**config.mk**
```make
export PLATFORM = sky130hd
export DESIGN_NAME = ifu_fetch_flat
export DESIGN_NICKNAME = d
export VERILOG_FILES = /design/src/rtl/ifu_pkg.sv /design/src/rtl/ifu_if.sv /design/src/rtl/ifu_fifo.sv /design/src/rtl/ifu_fetch.sv /design/src/flat_wrapper.sv
export SDC_FILE = /design/constraint.sdc
export NUM_CORES = 1
export LEC_CHECK = 0
export BUFFER_PORTS_ARGS = -buffer_cell sky130_fd_sc_hd__buf_2
export CORE_AREA = 2 2 138 140
export DETAILED_ROUTE_END_ITERATION = 6
export DIE_AREA = 0 0 140 142
export HOLD_SLACK_MARGIN = 0.05
export PLACE_DENSITY_LB_ADDON = 0.3
export RECOVER_POWER = 25
export SLEW_MARGIN = 40
export SYNTH_ARGS = -nofsm -noshare
export SYNTH_HDL_FRONTEND = slang
export SYNTH_HIERARCHICAL = 1
export SYNTH_SLANG_ARGS = --single-unit
export TNS_END_PERCENT = 10
```
**constraint.sdc**
```tcl
create_clock -name clk -period 7.6 [get_ports clk]
set_input_delay 1.52 -clock clk [delete_from_list [all_inputs] [get_ports clk]]
set_output_delay 1.52 -clock clk [all_outputs]
set_load 0.05 [all_outputs]
```
**src/rtl/ifu_pkg.sv**
```systemverilog
// Shared types and helpers for the instruction fetch unit.
// Optional build macro IFU_BSWAP_EN selects byte-swapped instruction words.
package ifu_pkg;
  localparam int XLEN = 32;
  localparam logic [XLEN-1:0] RESET_PC_DEF = 32'h8000_0000;

  typedef struct packed {
    logic [XLEN-1:0] pc;
    logic [XLEN-1:0] inst;
  } fetch_entry_t;

  // Counter width able to hold 0..depth inclusive.
  function automatic int cnt_w(input int depth);
    return $clog2(depth + 1);
  endfunction

  function automatic logic [XLEN-1:0] bswap32(input logic [XLEN-1:0] d);
    return {d[7:0], d[15:8], d[23:16], d[31:24]};
  endfunction
endpackage

```
**src/rtl/ifu_if.sv**
```systemverilog
// Fetch-unit bus: instruction memory request/response, core redirect and
// instruction handoff. master = fetch unit, slave = memory/core side.
interface ifu_if;
  import ifu_pkg::*;

  logic            imem_req_valid;
  logic            imem_req_ready;
  logic [XLEN-1:0] imem_req_addr;
  logic            imem_rsp_valid;
  logic [XLEN-1:0] imem_rsp_data;
  logic            redirect_valid;
  logic [XLEN-1:0] redirect_pc;
  logic            inst_valid;
  logic            inst_ready;
  logic [XLEN-1:0] inst_pc;
  logic [XLEN-1:0] inst;

  modport master (
    output imem_req_valid, imem_req_addr, inst_valid, inst_pc, inst,
    input  imem_req_ready, imem_rsp_valid, imem_rsp_data,
           redirect_valid, redirect_pc, inst_ready
  );

  modport slave (
    input  imem_req_valid, imem_req_addr, inst_valid, inst_pc, inst,
    output imem_req_ready, imem_rsp_valid, imem_rsp_data,
           redirect_valid, redirect_pc, inst_ready
  );
endinterface

```
**src/rtl/ifu_fifo.sv**
```systemverilog
// In-order instruction buffer of fetch entries with flush; DEPTH is a power of 2.
module ifu_fifo import ifu_pkg::*; #(
  parameter int DEPTH = 2
) (
  input  logic                       clk,
  input  logic                       reset,
  input  logic                       flush,
  input  logic                       push,
  input  fetch_entry_t               push_data,
  input  logic                       pop,
  output fetch_entry_t               head,
  output logic                       head_valid,
  output logic [cnt_w(DEPTH)-1:0]    count
);
  localparam int CNT_W = cnt_w(DEPTH);
  localparam int PTR_W = $clog2(DEPTH);
  localparam logic [CNT_W-1:0] FULL = CNT_W'(DEPTH);

  fetch_entry_t     mem [DEPTH];
  logic [PTR_W-1:0] rd_ptr;
  logic [PTR_W-1:0] wr_ptr;
  logic             do_push;
  logic             do_pop;

  assign head_valid = (count != '0);
  assign head       = mem[rd_ptr];
  assign do_push    = push && !flush;
  assign do_pop     = pop && head_valid && !flush;

  always_ff @(posedge clk or negedge reset) begin
    if (!reset) begin
      rd_ptr <= '0;
      wr_ptr <= '0;
      count  <= '0;
    end else if (flush) begin
      rd_ptr <= '0;
      wr_ptr <= '0;
      count  <= '0;
    end else begin
      if (do_push) wr_ptr <= wr_ptr + PTR_W'(1);
      if (do_pop)  rd_ptr <= rd_ptr + PTR_W'(1);
      count <= count + CNT_W'(do_push) - CNT_W'(do_pop);
    end
  end

  // Storage carries data only; validity lives entirely in count.
  always_ff @(posedge clk) begin
    if (do_push) mem[wr_ptr] <= push_data;
  end

  // Credit logic upstream must never let a push land on a full buffer.
  assert property (@(posedge clk) disable iff (!reset) !(do_push && !do_pop && count == FULL));
endmodule

```
**src/rtl/ifu_fetch.sv**
```systemverilog
// Instruction fetch stage: fetch PC, credit-limited imem requests, redirect flush.
// Define IFU_BSWAP_EN to byte-swap returned words (big-endian memory model).
module ifu_fetch import ifu_pkg::*; #(
  parameter logic [XLEN-1:0] RESET_PC = RESET_PC_DEF,
  parameter int              DEPTH    = 2
) (
  input logic  clk,
  input logic  reset,
  ifu_if.master bus
);
  localparam int CNT_W = cnt_w(DEPTH);
  localparam logic [CNT_W:0] CREDITS = (CNT_W + 1)'(DEPTH);

  logic [XLEN-1:0]  fetch_pc;
  logic [CNT_W-1:0] outstanding;
  logic [CNT_W-1:0] drop_cnt;
  logic [CNT_W-1:0] fifo_count;
  logic             req_fire;
  logic             rsp_keep;
  logic             pop;
  logic             head_valid;
  logic [XLEN-1:0]  rsp_inst;
  fetch_entry_t     rsp_entry;
  fetch_entry_t     head;
  logic             unused_redirect_lsb;

  // Every in-flight request plus every buffered word holds one buffer slot.
  assign bus.imem_req_valid = reset && !bus.redirect_valid &&
                              (({1'b0, outstanding} + {1'b0, fifo_count}) < CREDITS);
  assign bus.imem_req_addr  = fetch_pc;
  assign req_fire           = bus.imem_req_valid && bus.imem_req_ready;

`ifdef IFU_BSWAP_EN
  assign rsp_inst = bswap32(bus.imem_rsp_data);
`else
  assign rsp_inst = bus.imem_rsp_data;
`endif

  // Oldest live request sits 'outstanding' words behind fetch_pc once drops drain.
  assign rsp_entry = '{pc: fetch_pc - (XLEN'(outstanding) << 2), inst: rsp_inst};
  assign rsp_keep  = bus.imem_rsp_valid && (drop_cnt == '0) && !bus.redirect_valid;
  assign pop       = head_valid && bus.inst_ready;

  assign unused_redirect_lsb = ^bus.redirect_pc[1:0];

  always_ff @(posedge clk or negedge reset) begin
    if (!reset) begin
      fetch_pc    <= RESET_PC;
      outstanding <= '0;
      drop_cnt    <= '0;
    end else begin
      outstanding <= outstanding + CNT_W'(req_fire) - CNT_W'(bus.imem_rsp_valid);
      if (bus.redirect_valid) begin
        fetch_pc <= {bus.redirect_pc[XLEN-1:2], 2'b00};
        drop_cnt <= outstanding - CNT_W'(bus.imem_rsp_valid);
      end else begin
        if (req_fire) fetch_pc <= fetch_pc + XLEN'(4);
        if (bus.imem_rsp_valid && drop_cnt != '0) drop_cnt <= drop_cnt - CNT_W'(1);
      end
    end
  end

  ifu_fifo #(.DEPTH(DEPTH)) u_fifo (
    .clk        (clk),
    .reset      (reset),
    .flush      (bus.redirect_valid),
    .push       (rsp_keep),
    .push_data  (rsp_entry),
    .pop        (pop),
    .head       (head),
    .head_valid (head_valid),
    .count      (fifo_count)
  );

  assign bus.inst_valid = head_valid;
  assign bus.inst_pc    = head_valid ? head.pc   : '0;
  assign bus.inst       = head_valid ? head.inst : '0;
endmodule

```
**src/flat_wrapper.sv**
```systemverilog
// flat-port wrapper written by rule: the top's interface ports become plain ports
module ifu_fetch_flat import ifu_pkg::*;
#(
  parameter logic [XLEN-1:0] RESET_PC = RESET_PC_DEF,
  parameter int              DEPTH    = 2
)
  (clk, reset, bus_imem_req_valid, bus_imem_req_addr, bus_inst_valid, bus_inst_pc, bus_inst, bus_imem_req_ready, bus_imem_rsp_valid, bus_imem_rsp_data, bus_redirect_valid, bus_redirect_pc, bus_inst_ready);
  ifu_if bus_i ();
  input logic clk;
  input logic reset;
  output wire logic [$bits(bus_i.imem_req_valid)-1:0] bus_imem_req_valid;
  output wire logic [$bits(bus_i.imem_req_addr)-1:0] bus_imem_req_addr;
  output wire logic [$bits(bus_i.inst_valid)-1:0] bus_inst_valid;
  output wire logic [$bits(bus_i.inst_pc)-1:0] bus_inst_pc;
  output wire logic [$bits(bus_i.inst)-1:0] bus_inst;
  input wire logic [$bits(bus_i.imem_req_ready)-1:0] bus_imem_req_ready;
  input wire logic [$bits(bus_i.imem_rsp_valid)-1:0] bus_imem_rsp_valid;
  input wire logic [$bits(bus_i.imem_rsp_data)-1:0] bus_imem_rsp_data;
  input wire logic [$bits(bus_i.redirect_valid)-1:0] bus_redirect_valid;
  input wire logic [$bits(bus_i.redirect_pc)-1:0] bus_redirect_pc;
  input wire logic [$bits(bus_i.inst_ready)-1:0] bus_inst_ready;
  assign bus_imem_req_valid = bus_i.imem_req_valid;
  assign bus_imem_req_addr = bus_i.imem_req_addr;
  assign bus_inst_valid = bus_i.inst_valid;
  assign bus_inst_pc = bus_i.inst_pc;
  assign bus_inst = bus_i.inst;
  assign bus_i.imem_req_ready = bus_imem_req_ready;
  assign bus_i.imem_rsp_valid = bus_imem_rsp_valid;
  assign bus_i.imem_rsp_data = bus_imem_rsp_data;
  assign bus_i.redirect_valid = bus_redirect_valid;
  assign bus_i.redirect_pc = bus_redirect_pc;
  assign bus_i.inst_ready = bus_inst_ready;
  ifu_fetch #(.RESET_PC(RESET_PC), .DEPTH(DEPTH)) u_core (.clk(clk), .reset(reset), .bus(bus_i));
endmodule
```
### Yosys cells after proc, flatten, opt, wreduce, memory -nomap -nowiden

Memory sizes are Yosys's and may differ from the RTL's.
Cells that the tools add are included.

* $add $sub $neg: 11
* order comparisons: 1
* muxes and demuxes: 13
* reductions and logical operators: 18

Operators with widths (number)
* $mux 32: 4
* $add 32x3->32 const B: 1
* $sub 32x4->32: 1
* $reduce_bool 2->1: 6
* $logic_and 1x1->1: 10
* $mux 1: 6
* $mux 2: 3
* $sub 2x1->2: 3
* $add 2x1->2: 2
* $add 2x2->3: 1
* $lt 3x2->1 const B: 1
* $add 1x1->1 const B: 2
* $logic_not 2->1: 1
* $sub 2x1->2 const B: 1
* $logic_not 1->1: 1

* flip-flop bits (word level): 40
* memory bits (writable): 128
* word-level logic and storage cells: 50
* memories: 1

Memory list
* u_core.u_fifo.mem: depth 2, width 64, read ports 1, clocked after Yosys merged registers in 0, wr ports 1, RTL line ifu_fifo.sv:19 `fetch_entry_t mem [DEPTH];`

### Longest topological paths before layout

* word-level depth: 7
* mapped depth: 12

### By module

Netlist, hierarchy kept.

Modules (own cells, without submodules)
* ifu_fifo: instances 1, cells an instance 221, area an instance 4854.7 sq um, sequential area each 3943.8 sq um
* ifu_fetch: instances 1, cells an instance 414, area an instance 3288.2 sq um, sequential area each 852.1 sq um

### Worst setup path after synthesis

OpenSTA, ideal clock, no wires.

* path type: input-to-reg
* start point: in bus_redirect_valid
* end point: mem u_core/u_fifo/mem[0][0] (netlist bit), enable pin
* arrival: 4.864 ns
* setup slack: 2.250 ns
* cell stages on the path: 5
* buffers on the path: 1
* path through: inv_1 -> clkbuf_1 -> and3_1 -> nand2b_1 -> nor2_1

* word-level cells in the longest chain between the ends: 5

Ends and longest elaborated chain
* start: declaration: RTL line flat_wrapper.sv:19 `input wire logic [$bits(bus_i.redirect_valid)-1:0] bus_redirect_valid;`
* $logic_not 1->1: RTL line ifu_fetch.sv:41 `assign rsp_keep = bus.imem_rsp_valid && (drop_cnt == '0) && !bus.redirect_valid;`
* $logic_and 1x1->1: RTL line ifu_fetch.sv:41
* net u_core.rsp_keep: RTL line ifu_fetch.sv:19 `logic rsp_keep;`
* $logic_and 1x1->1: RTL line ifu_fifo.sv:27 `assign do_push = push && !flush;`
* $mux 1: RTL line ifu_fifo.sv:48 `if (do_push) mem[wr_ptr] <= push_data;`
* $mux 1 (implied by the code): RTL line ifu_fifo.sv:48
* end: declaration: RTL line ifu_fifo.sv:19

The timed path passes the listed nets, and every way through them passes these cells.

### Worst setup path after layout

* start point: in reset
* end point: out bus_imem_req_valid

* word-level cells in the longest chain between the ends: 2

Ends and longest elaborated chain
* start: declaration: RTL line flat_wrapper.sv:10 `input logic reset;`
* $logic_and 1x1->1 (2 in a row): RTL line ifu_fetch.sv:28 `assign bus.imem_req_valid = reset && !bus.redirect_valid &&`
* end: declaration: RTL line flat_wrapper.sv:11 `output wire logic [$bits(bus_i.imem_req_valid)-1:0] bus_imem_req_valid;`

No other way between the ends.

==> reports/metrics.csv <==
stage;metric;value;unit
floorplan;dieWidth;140;um
sta;relSlewSlack;-40.6;%
outcome;violations;design-rule violations, max-capacitance violations, max-slew violations;
power_and_ir_drop;p_leak;3.86;nW
logic_synthesis;ys.flop_type;edfxtp_1;
clock_network;clock_sinks;166;
critical_path;critPathCaptureType;output port;
placed_design;dpl_cell_area;9150;sq um
sta;rsz0062_at_grt;false;
critical_path;crit_fanout;39;
critical_path;cp.arrival;3870;ps
clock_network;clockBufferDepth;2;
cells_and_area;nets;866;
logic_synthesis;synthCells;635;
floorplan;io_pins;168;
sta;hold_violations;0;
floorplan;rows;50;
sta;tns;0;ps
sta;clock_skew;9.59;ps
placed_design;portBuffers;163;
clock_network;cts_tree;done;
drt;drt_pass1_iterations;7;
critical_path;worst_setup_path_start_kind;primary input;
drt;viasPerCell;5.34;
logic_synthesis;async_reset_ff_share;22.9;%
global_route;grt_use_total;18.0;%
sta;setup_viol;0;
cells_and_area;area_delta_synth_final;18.8;%
clock_network;ctsResizeCount;0;
cells_and_area;final_area;9670;sq um
floorplan;die_h;142;um
logic_synthesis;ys_types;63;
power_and_ir_drop;ir_drop;142;uV
clock_network;hold_buffers;0;
sta;period_share;71.0;%
floorplan;coreArea;18500;sq um
logic_synthesis;syn-cell-area;8140;sq um
placed_design;dp_hpwl;12000;um
sta;max_freq;185;MHz
critical_path;cp.required;6080;ps
floorplan;initial_core_util;44.1;%
sta;period_needed;5390;ps
drt;antenna_left;0;
global_route;grt_pass1_wl;28200;um
placed_design;gp_congestion;0.885;
cells_and_area;layout_commonest_cell;buf_2;
drt;drt_wl_total;17400;um
critical_path;critPathKind;primary input to output port;
clock_network;root_buffer;clkbuf_16;
floorplan;dieArea;19900;sq um
cells_and_area;regArea;4800;sq um
cells_and_area;mostFrequentLayoutCells;buf_2 (144), edfxtp_1 (128), and2_1 (73), mux2_2 (65), nand2_1 (41);
logic_synthesis;ys_seq_area_share;58.9;%
logic_synthesis;yosys_warnings;6;
global_route;overflow;0;
sta;worst_pin_slew;2110;ps
clock_network;postCtsSetupBuffers;0;
logic_synthesis;synth-seq-cells;166;
clock_network;clock_latency;420;ps
drt;vias;5509;
clock_network;path_clk_slew;60;ps
global_route;grt_max_degree;67;
logic_synthesis;syn_avg_cell_area;12.8;sq um
cells_and_area;drive_above_1_share;33.2;%
drt;drc;15;
clock_network;cts_made_buffers;17;
power_and_ir_drop;powerDensity;246;nW/um^2
min_path;min_path_type;flip-flop to flip-flop;
drt;drt_iter0_drc;392;
cells_and_area;fillCellCount;1588;
drt;routedWlPerCell;16.9;um
global_route;antenna_found_initial;0;
cells_and_area;antenna-diode-count;0;
logic_synthesis;synth-edff-count;128;
cells_and_area;multi_input_area;3090;sq um
outcome;status;finished with violations;
global_route;grt_pass1_vias;5557;
clock_network;h-tree-depth;4;
run;maxCapViolations;1;
sta;finalMaxSlewViolations;40;
## synthesized netlist by cell type, drive strengths merged (13+ instances only)
cell    number  area (sq um)
edfxtp     128          3840
and2        73           457
mux2        65           732
nand2       41           154
dfrtp       37           926
nor2        27           101
clkbuf      23          86.3
o21ai       23           115
buf         20           141
xor2        19           166
inv         18          67.6
xnor2       17           156
nand3       16          85.1
nor3        13          91.3
## worst max-delay path: stages
cell and delay (ps):
buf_2 70, clkbuf_1 1500, nor4b_2 450, buf_2 310
## through the flow
step	hold slack, ps	std cells	utilization [%]	worst slack, ps	total power [W]
2_1_floorplan	518	640	-	2250	0.00147
3_3_place_gp	551	998	49.2	3120	0.00158
3_5_place_dp	581	1000	49.6	3080	0.00160
4_1_cts	595	1031	52.5	3380	0.00240
5_1_grt	638	1031	52.4	1780	0.00250
6_report	586	1031	52.4	2210	0.00238
## report_power, final
part           switching [W]  internal (W)
Sequential         0.0000703       0.00106
Combinational       0.000311      0.000141
Clock               0.000324      0.000477
## state kept, by name (all words and copies together), names as in the netlist
signal / count
u_core/u_fifo/mem: 128
u_core/bus.imem_req_addr: 30
u_core/drop_cnt: 2
u_core/outstanding: 2
u_core/u_fifo/count: 2
u_core/u_fifo/rd_ptr: 1
u_core/u_fifo/wr_ptr: 1
## kinds of logic (layout without fill, tap and decap cells)
| logic type | count (synthesis) | in the layout | synth area share (%) |
|---|---|---|---|
| AND/OR/NAND/NOR | 225 | 225 | 16.5 |
| flip-flops | 166 | 166 | 58.9 |
| AO/OA/AOI/OAI | 67 | 67 | 5.59 |
| multiplexers | 67 | 67 | 9.23 |
| buffers and inverters | 61 | 218 | 3.63 |
| XOR/XNOR | 37 | 37 | 4.24 |
| adder cells (fa/ha/maj) | 11 | 11 | 1.87 |
| other | 1 | 6 | 0.0461 |
## layout make-up
class	instances	area share (%)
inverters	18	0.698
repair buffers	169	9.11
clock buffers	20	4.51
clock inverters	11	1.14
multi-input cells	413	31.9
flip-flops and latches	166	49.6
well taps	234	3.03
## final timing paths
check	slack [ps]	from	to	depth (start not counted)
max	2210	reset	bus_imem_req_valid	4
min	590	u_core/outstanding[0]$_DFF_PN0_	u_core/outstanding[0]$_DFF_PN0_	1
max reg2reg	4090	u_core/outstanding[0]$_DFF_PN0_	u_core/bus.imem_req_addr[13]$_DFFE_PN0P_	7
min reg2reg	590	u_core/outstanding[0]$_DFF_PN0_	u_core/outstanding[0]$_DFF_PN0_	1
max in group asynchronous	4430	reset	u_core/u_fifo/rd_ptr$_DFFE_PN0P_	2
min in group asynchronous	1800	reset	u_core/bus.imem_req_addr[25]$_DFFE_PN0P_	2
## per-layer routing
layer,vias up,track usage [%],wire length (um)
li1,2614,-,-
met5,-,0,0
met4,0,5.74,216
met3,19,4.54,1250
met2,234,29.0,8100
met1,2642,24.1,7820
Power figures use the tool's default switching activity.
